$ cat src/rtl/conv_dw_sched.sv
// Output-position scheduler for a 3x3 depthwise conv stage: raster-walks output pixels,
// issues one window per cycle with its tap in-bounds mask, and pairs engine results with write addresses.
module conv_dw_sched #(
    parameter int IMG_H     = 16,
    parameter int IMG_W     = 16,
    parameter int STRIDE    = 1,
    parameter int PAD       = 1,
    parameter int COORD_W   = 8,
    parameter int ADDR_W    = 10,
    parameter int TAG_DEPTH = 4
) (
    input  logic                      clk,
    input  logic                      rst,
    input  logic                      start,
    input  logic                      hold,
    output logic                      eng_valid,
    output logic signed [COORD_W-1:0] win_row,
    output logic signed [COORD_W-1:0] win_col,
    output logic [8:0]                tap_mask,
    input  logic                      eng_ready,
    output logic                      out_wr_en,
    output logic [ADDR_W-1:0]         out_wr_addr,
    output logic                      busy,
    output logic                      done,
    output logic                      err
);

    localparam int OH    = (IMG_H + 2*PAD - 3) / STRIDE + 1;
    localparam int OW    = (IMG_W + 2*PAD - 3) / STRIDE + 1;
    localparam int PTR_W = (TAG_DEPTH > 1) ? $clog2(TAG_DEPTH) : 1;
    localparam int CNT_W = $clog2(TAG_DEPTH) + 1;

    localparam logic [COORD_W-1:0] OW_LAST = COORD_W'(OW - 1);
    localparam logic [COORD_W-1:0] OH_LAST = COORD_W'(OH - 1);
    localparam logic [CNT_W-1:0]   DEPTH_C = CNT_W'(TAG_DEPTH);
    localparam logic [CNT_W-1:0]   ONE_C   = CNT_W'(1);

    typedef enum logic [1:0] {S_IDLE, S_RUN, S_DRAIN, S_DONE} state_t;

    state_t state_q, state_d;

    logic [COORD_W-1:0] ox_q, oy_q;
    logic [PTR_W-1:0]   wr_ptr_q, rd_ptr_q;
    logic [CNT_W-1:0]   inflight_q;
    logic [ADDR_W-1:0]  tag_mem [TAG_DEPTH];

    logic                      issue, pop, last_pos;
    logic signed [COORD_W-1:0] row_d, col_d;
    logic [8:0]                mask_d;
    logic [ADDR_W-1:0]         addr_d;
    int                        row_i, col_i;

    assign issue    = (state_q == S_RUN) && !hold && (inflight_q < DEPTH_C);
    assign pop      = eng_ready && (inflight_q != '0);
    assign last_pos = (ox_q == OW_LAST) && (oy_q == OH_LAST);

    // Window origin, tap mask and write address for the current position
    always_comb begin
        row_i  = int'(oy_q) * STRIDE - PAD;
        col_i  = int'(ox_q) * STRIDE - PAD;
        row_d  = COORD_W'(row_i);
        col_d  = COORD_W'(col_i);
        addr_d = ADDR_W'(int'(oy_q) * OW + int'(ox_q));
        mask_d = '0;
        for (int unsigned k = 0; k < 9; k++) begin
            mask_d[k] = (row_i + int'(k / 3) >= 0) && (row_i + int'(k / 3) < IMG_H) &&
                        (col_i + int'(k % 3) >= 0) && (col_i + int'(k % 3) < IMG_W);
        end
    end

    always_ff @(posedge clk) begin
        if (rst) state_q <= S_IDLE;
        else     state_q <= state_d;
    end

    always_comb begin
        state_d = state_q;
        case (state_q)
            S_IDLE:  if (start) state_d = S_RUN;
            S_RUN:   if (issue && last_pos) state_d = S_DRAIN;
            // A pop of the final entry in this cycle also empties the FIFO
            S_DRAIN: if (inflight_q == '0 || (inflight_q == ONE_C && pop)) state_d = S_DONE;
            S_DONE:  state_d = S_IDLE;
            default: state_d = S_IDLE;
        endcase
    end

    always_ff @(posedge clk) begin
        if (rst) begin
            ox_q       <= '0;
            oy_q       <= '0;
            eng_valid  <= 1'b0;
            win_row    <= '0;
            win_col    <= '0;
            tap_mask   <= '0;
            wr_ptr_q   <= '0;
            rd_ptr_q   <= '0;
            inflight_q <= '0;
            err        <= 1'b0;
        end else begin
            eng_valid <= issue;
            if (issue) begin
                win_row  <= row_d;
                win_col  <= col_d;
                tap_mask <= mask_d;
                wr_ptr_q <= wr_ptr_q + 1'b1;
                if (last_pos) begin
                    ox_q <= '0;
                    oy_q <= '0;
                end else if (ox_q == OW_LAST) begin
                    ox_q <= '0;
                    oy_q <= oy_q + 1'b1;
                end else begin
                    ox_q <= ox_q + 1'b1;
                end
            end
            if (pop) rd_ptr_q <= rd_ptr_q + 1'b1;
            case ({issue, pop})
                2'b10:   inflight_q <= inflight_q + 1'b1;
                2'b01:   inflight_q <= inflight_q - 1'b1;
                default: inflight_q <= inflight_q;
            endcase
            if (eng_ready && inflight_q == '0) err <= 1'b1;
        end
    end

    always_ff @(posedge clk) begin
        if (issue) tag_mem[wr_ptr_q] <= addr_d;
    end

    assign out_wr_en   = pop;
    assign out_wr_addr = pop ? tag_mem[rd_ptr_q] : '0;
    assign busy        = (state_q != S_IDLE);
    assign done        = (state_q == S_DONE);

endmodule

$ cat config.mk
export PLATFORM = sky130hd
export DESIGN_NAME = conv_dw_sched
export DESIGN_NICKNAME = d
export VERILOG_FILES = /design/src/rtl/conv_dw_sched.sv
export SDC_FILE = /design/constraint.sdc
export NUM_CORES = 1
export LEC_CHECK = 0
export BUFFER_PORTS_ARGS = -buffer_cell sky130_fd_sc_hd__buf_4
export CAP_MARGIN = 20
export CORE_ASPECT_RATIO = 1.2
export CORE_MARGIN = 3
export CORE_UTILIZATION = 49
export DETAILED_ROUTE_END_ITERATION = 10
export PLACE_DENSITY = 0.69
export SYNTH_ARGS = -nofsm -noshare
export SYNTH_HDL_FRONTEND = slang
export SYNTH_SLANG_ARGS = --single-unit
$ cat constraint.sdc
create_clock -name clk -period 2.53 [get_ports clk]
set_input_delay 0.759 -clock clk [delete_from_list [all_inputs] [get_ports clk]]
set_output_delay 0.759 -clock clk [all_outputs]
set_load 0.02 [all_outputs]
Word-level counts from Yosys, hierarchy flattened
Memory sizes are Yosys's and may differ from the RTL's. A register that Yosys moved wholly into a read port is not among the register bits.
Cells that the tools add are included.
{ "word_totals": {"regBits": 52, "latchBits": 0, "ramBits": 40, "mem_bits_ro": 0, "in_bits": 5, "out_inout_bits": 40, "memories": 1} }
{ "classes": {"n_addsub": 13, "mul": 0, "div_mod_pow": 0, "magnitude_cmp": 13, "eq_ne": 11, "n_shift": 0, "mux": 14, "n_bitwise": 0, "reduce_logical": 38} }
{ "memory_table": {"columns": ["memory", "depth", "width", "read_ports", "rd_ports_with_merged_regs", "write_ports", "line", "rtl"], "rows": [
  ["tag_mem", 4, 10, 1, 1, 1, "45", "logic [ADDR_W-1:0] tag_mem [TAG_DEPTH];"]
]} }
{ "op_table": {"columns": ["cell", "n"], "rows": [
  ["$ge A10 B1 Y1 const B", 4],
  ["$lt A10 B6 Y1 const B", 4],
  ["$mux W8", 4],
  ["$logic_and A1 B1 Y1", 28],
  ["$add A9 B2 Y10 const B", 2],
  ["$add A9 B3 Y10 const B", 2],
  ["$ge A9 B1 Y1 const B", 2],
  ["$lt A9 B6 Y1 const B", 2],
  ["$sub A8 B1 Y9 const B", 2],
  ["$add A8 B1 Y8 const B", 2],
  ["$eq A8 B4 Y1 const B", 2],
  ["$add A10 B8 Y10", 1],
  ["$mux W10", 1],
  ["$mux W2", 5],
  ["$pmux W2 S4", 1],
  ["$eq A2 B2 Y1 const B", 3],
  ["$pmux W3 S2", 1],
  ["$reduce_bool A2 Y1", 3],
  ["$add A2 B1 Y2 const B", 2],
  ["$eq A2 B1 Y1 const B", 2],
  ["$ne A2 B2 Y1 const B", 2],
  ["$add A3 B1 Y3 const B", 1],
  ["$eq A3 B1 Y1 const B", 1],
  ["$logic_not A3 Y1", 1],
  ["10 further kinds", 11]
]} }

Longest topological paths before layout
Gate-level depths: netlist of the first run.
{ "logic_depth": {"ltp_word": 6, "ltp_mapped": 10, "ltp_nobuf": 9} }

Least setup slack after synthesis of the first run
No wires, ideal clock.
{ "synth_timing": {"path_type": "flip-flop to flip-flop", "startpoint": "register oy_q[1]", "endpoint": "register tap_mask[3]", "arrival_time_ns": 2.312, "path_slack_ns": 0.149, "path_stages_with_launch": 11, "n_path_buf": 2, "cell_sequence": "dfxtp_1 > clkbuf_1 > inv_1 > ha_1 > clkbuf_1 > nand3b_1 > a21o_1 > or3b_1 > o22ai_1 > nand3_1 > o21ai_1"} }
{ "synth_between": {"elab_chain_len": 6, "word_cells_on_any_way": 7} }
{ "synth_rtl": {"columns": ["item", "line", "rtl"], "rows": [
  ["start, declared", "42", "logic [COORD_W-1:0] ox_q, oy_q;"],
  ["start signal, assigned", "112", "oy_q <= oy_q + 1'b1;"],
  ["$sub A8 B1 Y9 *", "59", "row_i = int'(oy_q) * STRIDE - PAD;"],
  ["$add A9 B2 Y10 *", "66", "mask_d[k] = (row_i + int'(k / 3) >= 0) && (row_i + int'(k / 3) < IMG_H) &&"],
  ["$ge A10 B1 Y1 or $lt A10 B6 Y1 (tied branches)", "66", null],
  ["$logic_and A1 B1 Y1 * (2 in series)", "66", null],
  ["$logic_and A1 B1 Y1 *", "67", "(col_i + int'(k % 3) >= 0) && (col_i + int'(k % 3) < IMG_W);"],
  ["end signal, assigned", "105", "tap_mask <= mask_d;"],
  ["end, declared", "19", "output logic [8:0] tap_mask,"]
]} }
Mark *: on every way between the ends. The rest lies on a longest branch, timed or not.
A chain may end at the register's enable or synchronous reset.

==> results of run 1 <==
## power groups by stage
| stage | registers (mW) | logic, mW | clock network [mW] |
|---|---|---|---|
| 2_1_floorplan | 1.99 | 0.906 | 0 |
| 3_3_place_gp | 1.92 | 1.41 | 0 |
| 3_5_place_dp | 1.92 | 1.45 | 0 |
| 4_1_cts | 1.89 | 1.46 | 1.25 |
| 5_1_grt | 1.92 | 1.63 | 1.31 |
| 6_report | 1.89 | 1.47 | 1.23 |
## area by class of cell
class	count	area share [%]
clock buffer	11	4.12
multi-input combinational	321	41.2
inverter	22	1.46
timing repair buffer	69	9.40
tap	123	2.73
clock inverter	5	0.621
sequential	94	40.5
## routing by layer
metal  routed length, um  track usage [%]  vias to the layer above  share of wire, %
met1                4450             25.5                     1687                43
li1                    -                -                     1786                 -
met3                 550             4.67                       18               5.3
met2                5210             33.7                       96                50
met4                 186             5.89                        0               1.8
met5                   0                0                        -                 0
## path summary, 6_finish.rpt
| kind | startpoint | endpoint | slack, ps | depth (start not counted) |
|---|---|---|---|---|
| worst max-delay path | register | out_wr_addr[8] | 90 | 4 |
| worst max register to register | oy_q[0] | tap_mask[3] | 240 | 9 |
| worst min register to register | tap_mask[1] | tap_mask[1] | 460 | 2 |
| worst min-delay path | tap_mask[1] | tap_mask[1] | 460 | 2 |
## worst reg2reg max path: stages, from the launching register on
cell and delay (ps):
dfxtp_1 310, inv_1 90, ha_1 260, buf_4 180, nor3b_1 490, nor3b_1 110
o21ai_1 190, mux2i_1 220, nand3_1 190, o21ai_1 180
## metrics by stage
stage                     worst slack (ps)  area, um^2  util [%]  cells
after global routing                  30.2        5650      59.0    645
after global placement                 152        5360      56.0    629
final                                 91.4        5650      59.0    645
after detailed placement               115        5360      56.0    629
after floorplan                        149        4820         -    470
after CTS                             8.60        5630      58.9    645
## flip-flops by register name, indices dropped and copies added, names as in the netlist, 2 cells and up, named ones only
name        cells
inflight_q      3
ox_q            8
oy_q            8
rd_ptr_q        2
state_q         2
tag_mem        40
tap_mask        9
win_col         8
win_row         8
wr_ptr_q        2
## repair_timing
item                       4_1_cts  5_1_grt
resized for setup                2        5
pin swaps                        0        0
setup endpoints to repair        4       10
## cell usage after synthesis, types with 5 or more instances
| cell type | n |
|---|---|
| dfxtp_1 | 54 |
| o21ai_0 | 9 |
| a21oi_1 | 18 |
| inv_1 | 21 |
| edfxtp_1 | 40 |
| nand2_1 | 28 |
| nor3_1 | 15 |
| nand2b_1 | 5 |
| nor2_1 | 56 |
| mux4_2 | 10 |
| xnor2_1 | 21 |
| nand3_1 | 6 |
| a211oi_1 | 12 |
| or3_1 | 7 |
| and3_1 | 13 |
| o21ai_1 | 9 |
| buf_2 | 7 |
| a311oi_1 | 5 |
| clkbuf_1 | 23 |
| xor2_1 | 10 |
| ha_1 | 23 |
## kinds of logic (layout without fill, tap and decap cells)
family                   after synthesis  count (layout)  share of synthesized area (%)
adder cells (fa/ha/maj)               24              24                           6.38
AO/OA/AOI/OAI                         82              82                           11.6
XOR/XNOR                              31              31                           5.63
flip-flops                            94              94                           47.3
buffers and inverters                 55             107                           4.70
multiplexers                          14              14                           5.50
AND/OR/NAND/NOR                      170             170                           18.9
==> parameters.txt, run 1 <==
Parameter                              Value

Pwr
  Net switching fraction of the power    33.0%
  Combinational group share of total power    32.0%
  Areal power density over the cells    813 nW/um^2
  Final Power    4.59 mW
  Internal power    3.08 mW
  Sequential fraction of design power    41.2%
  Total leakage power    2.32 nW
  Worst IR Drop VDD    0.392 mV
  Switch Pwr    1.51 mW
  Clock share of power    26.8%

Logic synthesis
  Count of unique library cells instantiated by Yosys    64
  Sequential share of the synthesized area    47.3%
  Synth Instances    470
  Post-Syn Nets    499
  Count of state elements after synthesis    94
  Synth Flop Type    dfxtp_1
  Share of Yosys cell area claimed by the top area cell type    24.9%
  Netlist area before placement    4820 um^2
  Largest cells by area after synthesis    edfxtp_1, dfxtp_1, ha_1
  Synthesized area per cell    10.3 um^2
  Number of flops mapped to enable cells by yosys    40
  Share of async-settable or async-resettable flops after synthesis    0%
  Post-synth top area cell    edfxtp_1
  Yosys warns    0

Floorplan
  Effective utilization at floorplan    50.4%
  Vertical die dimension    115 um
  Core Rows    39
  Core footprint    9560 um^2
  Number of ports placed on the die boundary    45
  Die ar.    11100 um^2
  Horizontal die dimension    96.5 um

Cells and area
  Proportion of layout cells with a drive suffix above 1    20.3%
  Sequential cell area    2280 um^2
  Final-layout fill cell count    847
  Number of inserted diodes    0
  Signed area change from the synthesized netlist to the final layout    17.1%
  Number of nets in the layout    546
  Area occupied by multi-input gates    2330 um^2
  Leading cell type in the layout, fill and taps excluded    buf_4
  Most frequent cells in the layout    buf_4, nor2_1, dfxtp_1

Place
  Gpl congestion    0.816
  Port Buf Inserts    44
  Final HPWL from detailed placement    7.34 mm

STA
  Tightest hold margin    462 ps
  Final critical-path share of the clock period    96.4%
  Unrepaired setup endpoints after global routing    false
  Final Setup Violations    0
  Slew Limit Fails    0
  Maximum clock skew at final layout    8.16 ps
  Pin slew with the least headroom to its limit    573 ps
  Final critical-path required period    2440 ps
  Setup TNS after final layout    0 ps
  Worst max-slew margin expressed relative to the limit    61.7%
  Maximum clock frequency    410 MHz
  Hold Vio Cnt, Final    0

GRT
  Largest net degree at the start of global routing    38
  Number of global-route vias before repair    3496
  Gr ovfl total    0
  All-Layer GR Usage    20.1%
  First-pass GRT wire length    17.1 mm
  Initial antenna violation count    0

Setup path
  Highest cell delay on the worst timing path    510 ps
  Arr. time, crit path    1680 ps
  Largest fanout of any net on the critical path    10
  Required time at the endpoint of the critical path    1770 ps
  Slowest CP cell    mux4_2
  Family of cells with the greatest summed delay on the critical path    multiplexers
  Critical path startpoint category    register
  Cells along the critical path    buf_12, mux4_2, and3_1, buf_4
  Endpoint type of the worst setup path    output pin
  Class of the most critical setup path    reg2out
  Number of buffer and inverter stages on the critical path    2

Route
  Average routed wire per standard cell    16.1 um
  Final routed wirelength across all metal layers    10.4 mm
  First-pass iteration count of the detailed router    5
  Vias    3587
  Number of routed nets with antenna violations    0
  Avg Vias per Cell    5.56
  Drc violations    0
  Drt first-iter violations    197

CTS
  Maximum count of clock buffers along a single path    2
  Count of H-tree levels built during CTS    3
  Clock slew at the register clock pins of the worst setup and hold paths    60 ps
  Clock root buffer master    clkbuf_16
  Clk Latency, worst-skew pair    340 ps
  Hold Buf Count CTS    0
  Sinks on the clock net    94
  Number of buffers added for setup after CTS    0
  Number of buffers created by CTS    9
  CTS tree    built

Worst hold path
  Worst min path class    reg2reg

Outcome
  Outcome    finished, final reports clean

Job
  Maximum capacitance violations    0
Note: power is estimated with default switching activity, not from simulation.
==> run 2, diff against run 1 <==
- PLACE_DENSITY: 0.69 -> 0.67
- clock period: 2.53 -> 2.65 ns (I/O delays scaled with it)
==> run 2 against run 1 <==
Effect of this change: clock skew grew 1.4 ps; cell area is 0.31% lower; register-to-register slack improved by 90 ps; hold slack worse by 5.5 ps; cell count is 0.47% lower; die area did not move; highest routed layer unchanged.
==> parameters.txt, run 2 (synthesis results as in run 1) <==
Parameter                              Value

Outcome
  Outcome    finished, final reports clean

Setup path
  Critical path startpoint category    register
  Number of buffer and inverter stages on the critical path    2 (unchanged)
  Largest fanout of any net on the critical path    10 (unchanged)
  Highest cell delay on the worst timing path    520 ps (about the same)
  Family of cells with the greatest summed delay on the critical path    multiplexers
  Required time at the endpoint of the critical path    1860 ps (+90 ps)
  Slowest CP cell    mux4_2
  Class of the most critical setup path    reg2out
  Cells along the critical path    buf_6, mux4_2, and3_1, buf_4
  Arr. time, crit path    1730 ps (+50 ps)
  Endpoint type of the worst setup path    output pin

Cells and area
  Most frequent cells in the layout    buf_4, nor2_1, dfxtp_1
  Signed area change from the synthesized netlist to the final layout    16.7%
  Leading cell type in the layout, fill and taps excluded    buf_4
  Post-route core utilization    58.8% (-0.18 points)
  Sequential cell area    2280 um^2 (-0.11%)
  Proportion of layout cells with a drive suffix above 1    19.8% (-0.46 points)
  Most flops, register    tag_mem
  Max reg flops    40 (unchanged)
  Number of inserted diodes    0 (unchanged)
  Final-layout fill cell count    852 (+0.59%)
  Registers with the highest flip-flop counts    tag_mem (40), tap_mask (9)
  Number of nets in the layout    543 (-0.55%)
  Area occupied by multi-input gates    2320 um^2 (-0.21%)

CTS
  Clock slew at the register clock pins of the worst setup and hold paths    70 ps (about the same)
  CTS tree    built
  Count of H-tree levels built during CTS    3 (unchanged)
  Maximum count of clock buffers along a single path    2 (unchanged)
  Clock root buffer master    clkbuf_16
  Clk Latency, worst-skew pair    340 ps (about the same)
  Sinks on the clock net    94 (unchanged)
  Number of buffers created by CTS    9 (unchanged)
  Hold Buf Count CTS    0 (unchanged)

STA
  Unrepaired setup endpoints after global routing    false
  Worst max-slew margin expressed relative to the limit    62.0% (+0.28 points)
  Pin slew with the least headroom to its limit    568 ps (-4.22 ps)
  Final critical-path required period    2520 ps
  Maximum clock skew at final layout    9.55 ps (+1.40 ps)
  Slew Limit Fails    0 (unchanged)
  Setup TNS after final layout    0 ps (unchanged)
  Maximum clock frequency    397 MHz
  Hold Vio Cnt, Final    0 (unchanged)
  Final critical-path share of the clock period    95.1%
  Final Setup Violations    0 (unchanged)

GRT
  All-Layer GR Usage    20.3% (+0.28 points)
  Largest net degree at the start of global routing    38 (unchanged)
  Gr ovfl total    0 (unchanged)
  First-pass GRT wire length    17.5 mm (+2.6%)
  Number of global-route vias before repair    3564 (+1.9%)
  Initial antenna violation count    0 (unchanged)

Route
  Drt first-iter violations    146 (-26%)
  First-pass iteration count of the detailed router    4 (-1)
  Vias    3614 (+0.75%)
  Avg Vias per Cell    5.63 (+1.2%)
  Final routed wirelength across all metal layers    10.2 mm (-1.4%)
  Number of routed nets with antenna violations    0 (unchanged)
  Drc violations    0 (unchanged)
  Average routed wire per standard cell    16.0 um (-0.97%)

Worst hold path
  Worst min path class    reg2reg

Floorplan
  Effective utilization at floorplan    50.4% (unchanged)
  Core Rows    39 (unchanged)
  Vertical die dimension    115 um (unchanged)
  Horizontal die dimension    96.5 um (unchanged)
  Core footprint    9560 um^2 (unchanged)
  Number of ports placed on the die boundary    45 (unchanged)
  Die ar.    11100 um^2 (unchanged)

Pwr
  Total leakage power    2.32 nW (-0.20%)
  Areal power density over the cells    782 nW/um^2 (-3.8%)
  Worst IR Drop VDD    0.474 mV (+21%)

Place
  Port Buf Inserts    44 (unchanged)
  Final HPWL from detailed placement    7.36 mm (+0.27%)
  Gpl congestion    0.796 (-2.4%)

Job
  Maximum capacitance violations    0 (unchanged)
==> run 2: cell types whose count changed in the layout (fill, tap and decap cells not counted), sizes merged <==
cell / change
buf: -3
clkbuf: -2
inv: +3
clkinvlp: -1
==> run 2: what timing repair did <==
item                       CTS  global route
setup endpoints to repair    0             3
gates resized for setup      0             2
setup buffers                0             0
==> run 2: layout make-up <==
class	count	area share, %
clock buffers	9	4.00
clock inverters	7	1.13
inverters	22	1.47
multi-input cells	321	41.2
flip-flops and latches	94	40.6
well taps	123	2.73
repair buffers	66	8.87
==> run 2: metrics by stage <==
step	std cells	hold slack, ps	setup slack, ps	cell area (um^2)	power [mW]
after floorplan	470	469	269	4820	2.76
after global placement	626	442	236	5330	3.17
after detailed placement	626	447	202	5330	3.21
after CTS	642	457	40.0	5620	4.45
after global routing	642	478	34.4	5630	4.70
final	642	456	130	5630	4.40
==> run 2: worst reg2reg max path, stage by stage (launching register included) <==
cell and delay (ps):
dfxtp_1 310, inv_1 130, ha_1 230, or4b_1 460, a311oi_1 330, buf_4 180, o21ai_1 80, mux2i_1 150
nand3_1 210, o21ai_1 180
==> run 2: per-layer routing <==
layer / vias to the layer above / share of wire (%) / track usage, % / routed length [um]
li1: 1782 / - / - / -
met1: 1732 / 45 / 26.9 / 4590
met2: 78 / 49 / 32.6 / 5060
met3: 22 / 3.3 / 3.55 / 340
met4: 0 / 2.6 / 8.89 / 263
met5: - / 0 / 0 / 0
==> run 2: where the power goes <==
part | internal (mW) | switching, mW | leakage, nW
clock | 0.658 | 0.579 | 0.144
sequential | 1.68 | 0.121 | 0.837
combinational | 0.592 | 0.769 | 1.33
total | 2.93 | 1.47 | 2.32
==> run 2: worst paths after layout <==
path,from,to,slack [ps],cells past startpoint
worst max-delay path,register,out_wr_addr[7],130,4
worst min-delay path,tap_mask[4],tap_mask[4],460,2
worst max register to register,oy_q[1],tap_mask[5],330,9
worst min register to register,tap_mask[4],tap_mask[4],460,2
==> run 3, diff against run 2 <==
==> constraint.sdc (replaced) <==
create_clock -name clk -period 2.65 [get_ports clk]
set_input_delay 0.1325 -clock clk [delete_from_list [all_inputs] [get_ports clk]]
set_output_delay 0.1325 -clock clk [all_outputs]
set_load 0.02 [all_outputs]
==> run 3 against run 2 <==
Effect of this change: clock skew is 1.3 ps higher; clock-buffer cell count up 4; die area unchanged; cell area fell by 0.36%; utilization is 0.21 points lower; register-to-register slack worse by 120 ps; global-route usage is 0.25 points lower; worst setup slack improved by 82 ps; critical path depth is 4 higher.
==> parameters.txt, run 3 (synthesis results as in run 1) <==
Parameter                              Value

Place
  Gpl congestion    0.897 (+13%)
  Final HPWL from detailed placement    7.20 mm (-2.1%)
  Port Buf Inserts    44 (unchanged)
  DP Cell Count    619 (-1.1%)
  Worst slack at placement    248 ps (+46.3 ps)

GRT
  Gr ovfl total    0 (unchanged)
  First-pass GRT wire length    16.9 mm (-3.9%)
  Initial antenna violation count    0 (unchanged)
  Number of global-route vias before repair    3359 (-5.8%)
  Largest net degree at the start of global routing    46 (+21%)
  All-Layer GR Usage    20.1% (-0.25 points)

Route
  Avg Vias per Cell    5.50 (-2.2%)
  Average routed wire per standard cell    16.1 um (+0.80%)
  First-pass iteration count of the detailed router    4 (unchanged)
  Drc violations    0 (unchanged)
  Final routed wirelength across all metal layers    10.2 mm (-0.30%)
  Vias    3495 (-3.3%)
  Number of routed nets with antenna violations    0 (unchanged)
  Drt first-iter violations    174 (+19%)

Floorplan
  Number of ports placed on the die boundary    45 (unchanged)
  Vertical die dimension    115 um (unchanged)
  Core footprint    9560 um^2 (unchanged)
  Horizontal die dimension    96.5 um (unchanged)
  Effective utilization at floorplan    50.4% (unchanged)
  Core Rows    39 (unchanged)
  Die ar.    11100 um^2 (unchanged)

Setup path
  Largest fanout of any net on the critical path    12 (+2)
  Slowest CP cell    or3b_1
  Number of buffer and inverter stages on the critical path    1 (-1)
  Critical path startpoint category    register
  Cell type with the highest occurrence count on the critical path    or3b_1
  Cells along the critical path    inv_1, ha_1, or3b_1, xnor2_1, or3b_1, o22ai_1, nand3_1, o21ai_1
  Endpoint type of the worst setup path    register
  Family of cells with the greatest summed delay on the critical path    simple AND/OR/NAND/NOR gates
  Required time at the endpoint of the critical path    2930 ps (+1070 ps)
  Highest cell delay on the worst timing path    460 ps (-60 ps)
  Class of the most critical setup path    reg2reg
  Arr. time, crit path    2720 ps (+990 ps)

CTS
  Hold Buf Count CTS    0 (unchanged)
  Maximum count of clock buffers along a single path    2 (unchanged)
  Sinks on the clock net    94 (unchanged)
  # resized after CTS    0 (unchanged)
  Clock slew at the register clock pins of the worst setup and hold paths    60 ps (about the same)
  Clock root buffer master    clkbuf_16
  Number of buffers added for setup after CTS    0 (unchanged)
  Number of buffers created by CTS    9 (unchanged)
  CTS tree    built
  Clk Latency, worst-skew pair    350 ps (about the same)
  Count of H-tree levels built during CTS    3 (unchanged)

Cells and area
  Area occupied by multi-input gates    2320 um^2 (-0.11%)
  Number of nets in the layout    536 (-1.3%)
  Final cell count without fillers    635 (-1.1%)
  Signed area change from the synthesized netlist to the final layout    16.3%
  Number of inserted diodes    0 (unchanged)
  Proportion of layout cells with a drive suffix above 1    18.2% (-1.7 points)
  Post-route core utilization    58.6% (-0.21 points)
  Leading cell type in the layout, fill and taps excluded    buf_4
  Max reg flops    40 (unchanged)
  Most frequent cells in the layout    buf_4, nor2_1, dfxtp_1
  Sequential cell area    2280 um^2 (unchanged)
  Registers with the highest flip-flop counts    tag_mem (40), tap_mask (9)
  Most flops, register    tag_mem
  Final-layout fill cell count    863 (+1.3%)

STA
  Maximum clock skew at final layout    10.8 ps (+1.26 ps)
  Worst max-slew margin expressed relative to the limit    53.7% (-8.3 points)
  Unrepaired setup endpoints after global routing    false
  Tightest hold margin    153 ps (-303 ps)
  Final Setup Violations    0 (unchanged)
  Hold Vio Cnt, Final    0 (unchanged)
  Maximum clock frequency    410 MHz (+3.4%)
  Setup TNS after final layout    0 ps (unchanged)
  Pin slew with the least headroom to its limit    693 ps (+125 ps)
  Slew Limit Fails    0 (unchanged)
  Final WS setup    212 ps (+82.3 ps)
  Final critical-path share of the clock period    92.0% (-3.1 points)
  Final critical-path required period    2440 ps (-82.3 ps)

Worst hold path
  Worst min path class    in2reg

Job
  Maximum capacitance violations    0 (unchanged)

Pwr
  Areal power density over the cells    812 nW/um^2 (+3.8%)
  Total leakage power    2.30 nW (-0.91%)
  Worst IR Drop VDD    0.503 mV (+6.1%)

Outcome
  Outcome    finished, final reports clean
## run 3: report_power, final
part           total (mW)  switching, mW  internal, mW
registers            1.83          0.145          1.69
logic                1.32          0.749         0.574
clock network        1.40          0.524         0.878
total                4.56           1.42          3.14
## run 3: metrics by stage
stage	area (um^2)	total power [mW]
CTS	5610	4.60
floorplan	4820	2.76
global placement	5280	3.16
finish	5610	4.56
detailed placement	5280	3.20
global route	5610	4.83
## run 3: cell type report
| class | count | share of cell area, % |
|---|---|---|
| Multi-Input combinational cell | 321 | 41.3 |
| Sequential cell | 94 | 40.7 |
| Timing Repair Buffer | 59 | 7.90 |
| Clock buffer | 13 | 4.64 |
| Tap cell | 123 | 2.74 |
| Inverter | 22 | 1.47 |
| Clock inverter | 3 | 1.20 |
## run 3: worst paths after layout
kind               start  cells past startpoint           to  slack, ps
max              oy_q[1]                      8  tap_mask[3]        210
min            eng_ready                      3          err        150
max reg2reg      oy_q[1]                      8  tap_mask[3]        210
min reg2reg  tap_mask[6]                      2  tap_mask[6]        460
## run 3: metal layers
layer  vias to the layer above  share of wire (%)  GRT usage [%]
met5                         -                  0              0
met4                         0                1.3           6.17
met3                         9                4.4           4.67
met2                        79                 49           33.4
met1                      1641                 45           25.8
li1                       1766                  -              -
## run 3: worst register-to-register path, cell delays in order (launching register included)
cell and delay, ps:
dfxtp_1 310, inv_1 110, ha_1 380, or3b_1 470, xnor2_1 270, or3b_1 370, o22ai_1 150, nand3_1 160
o21ai_1 150
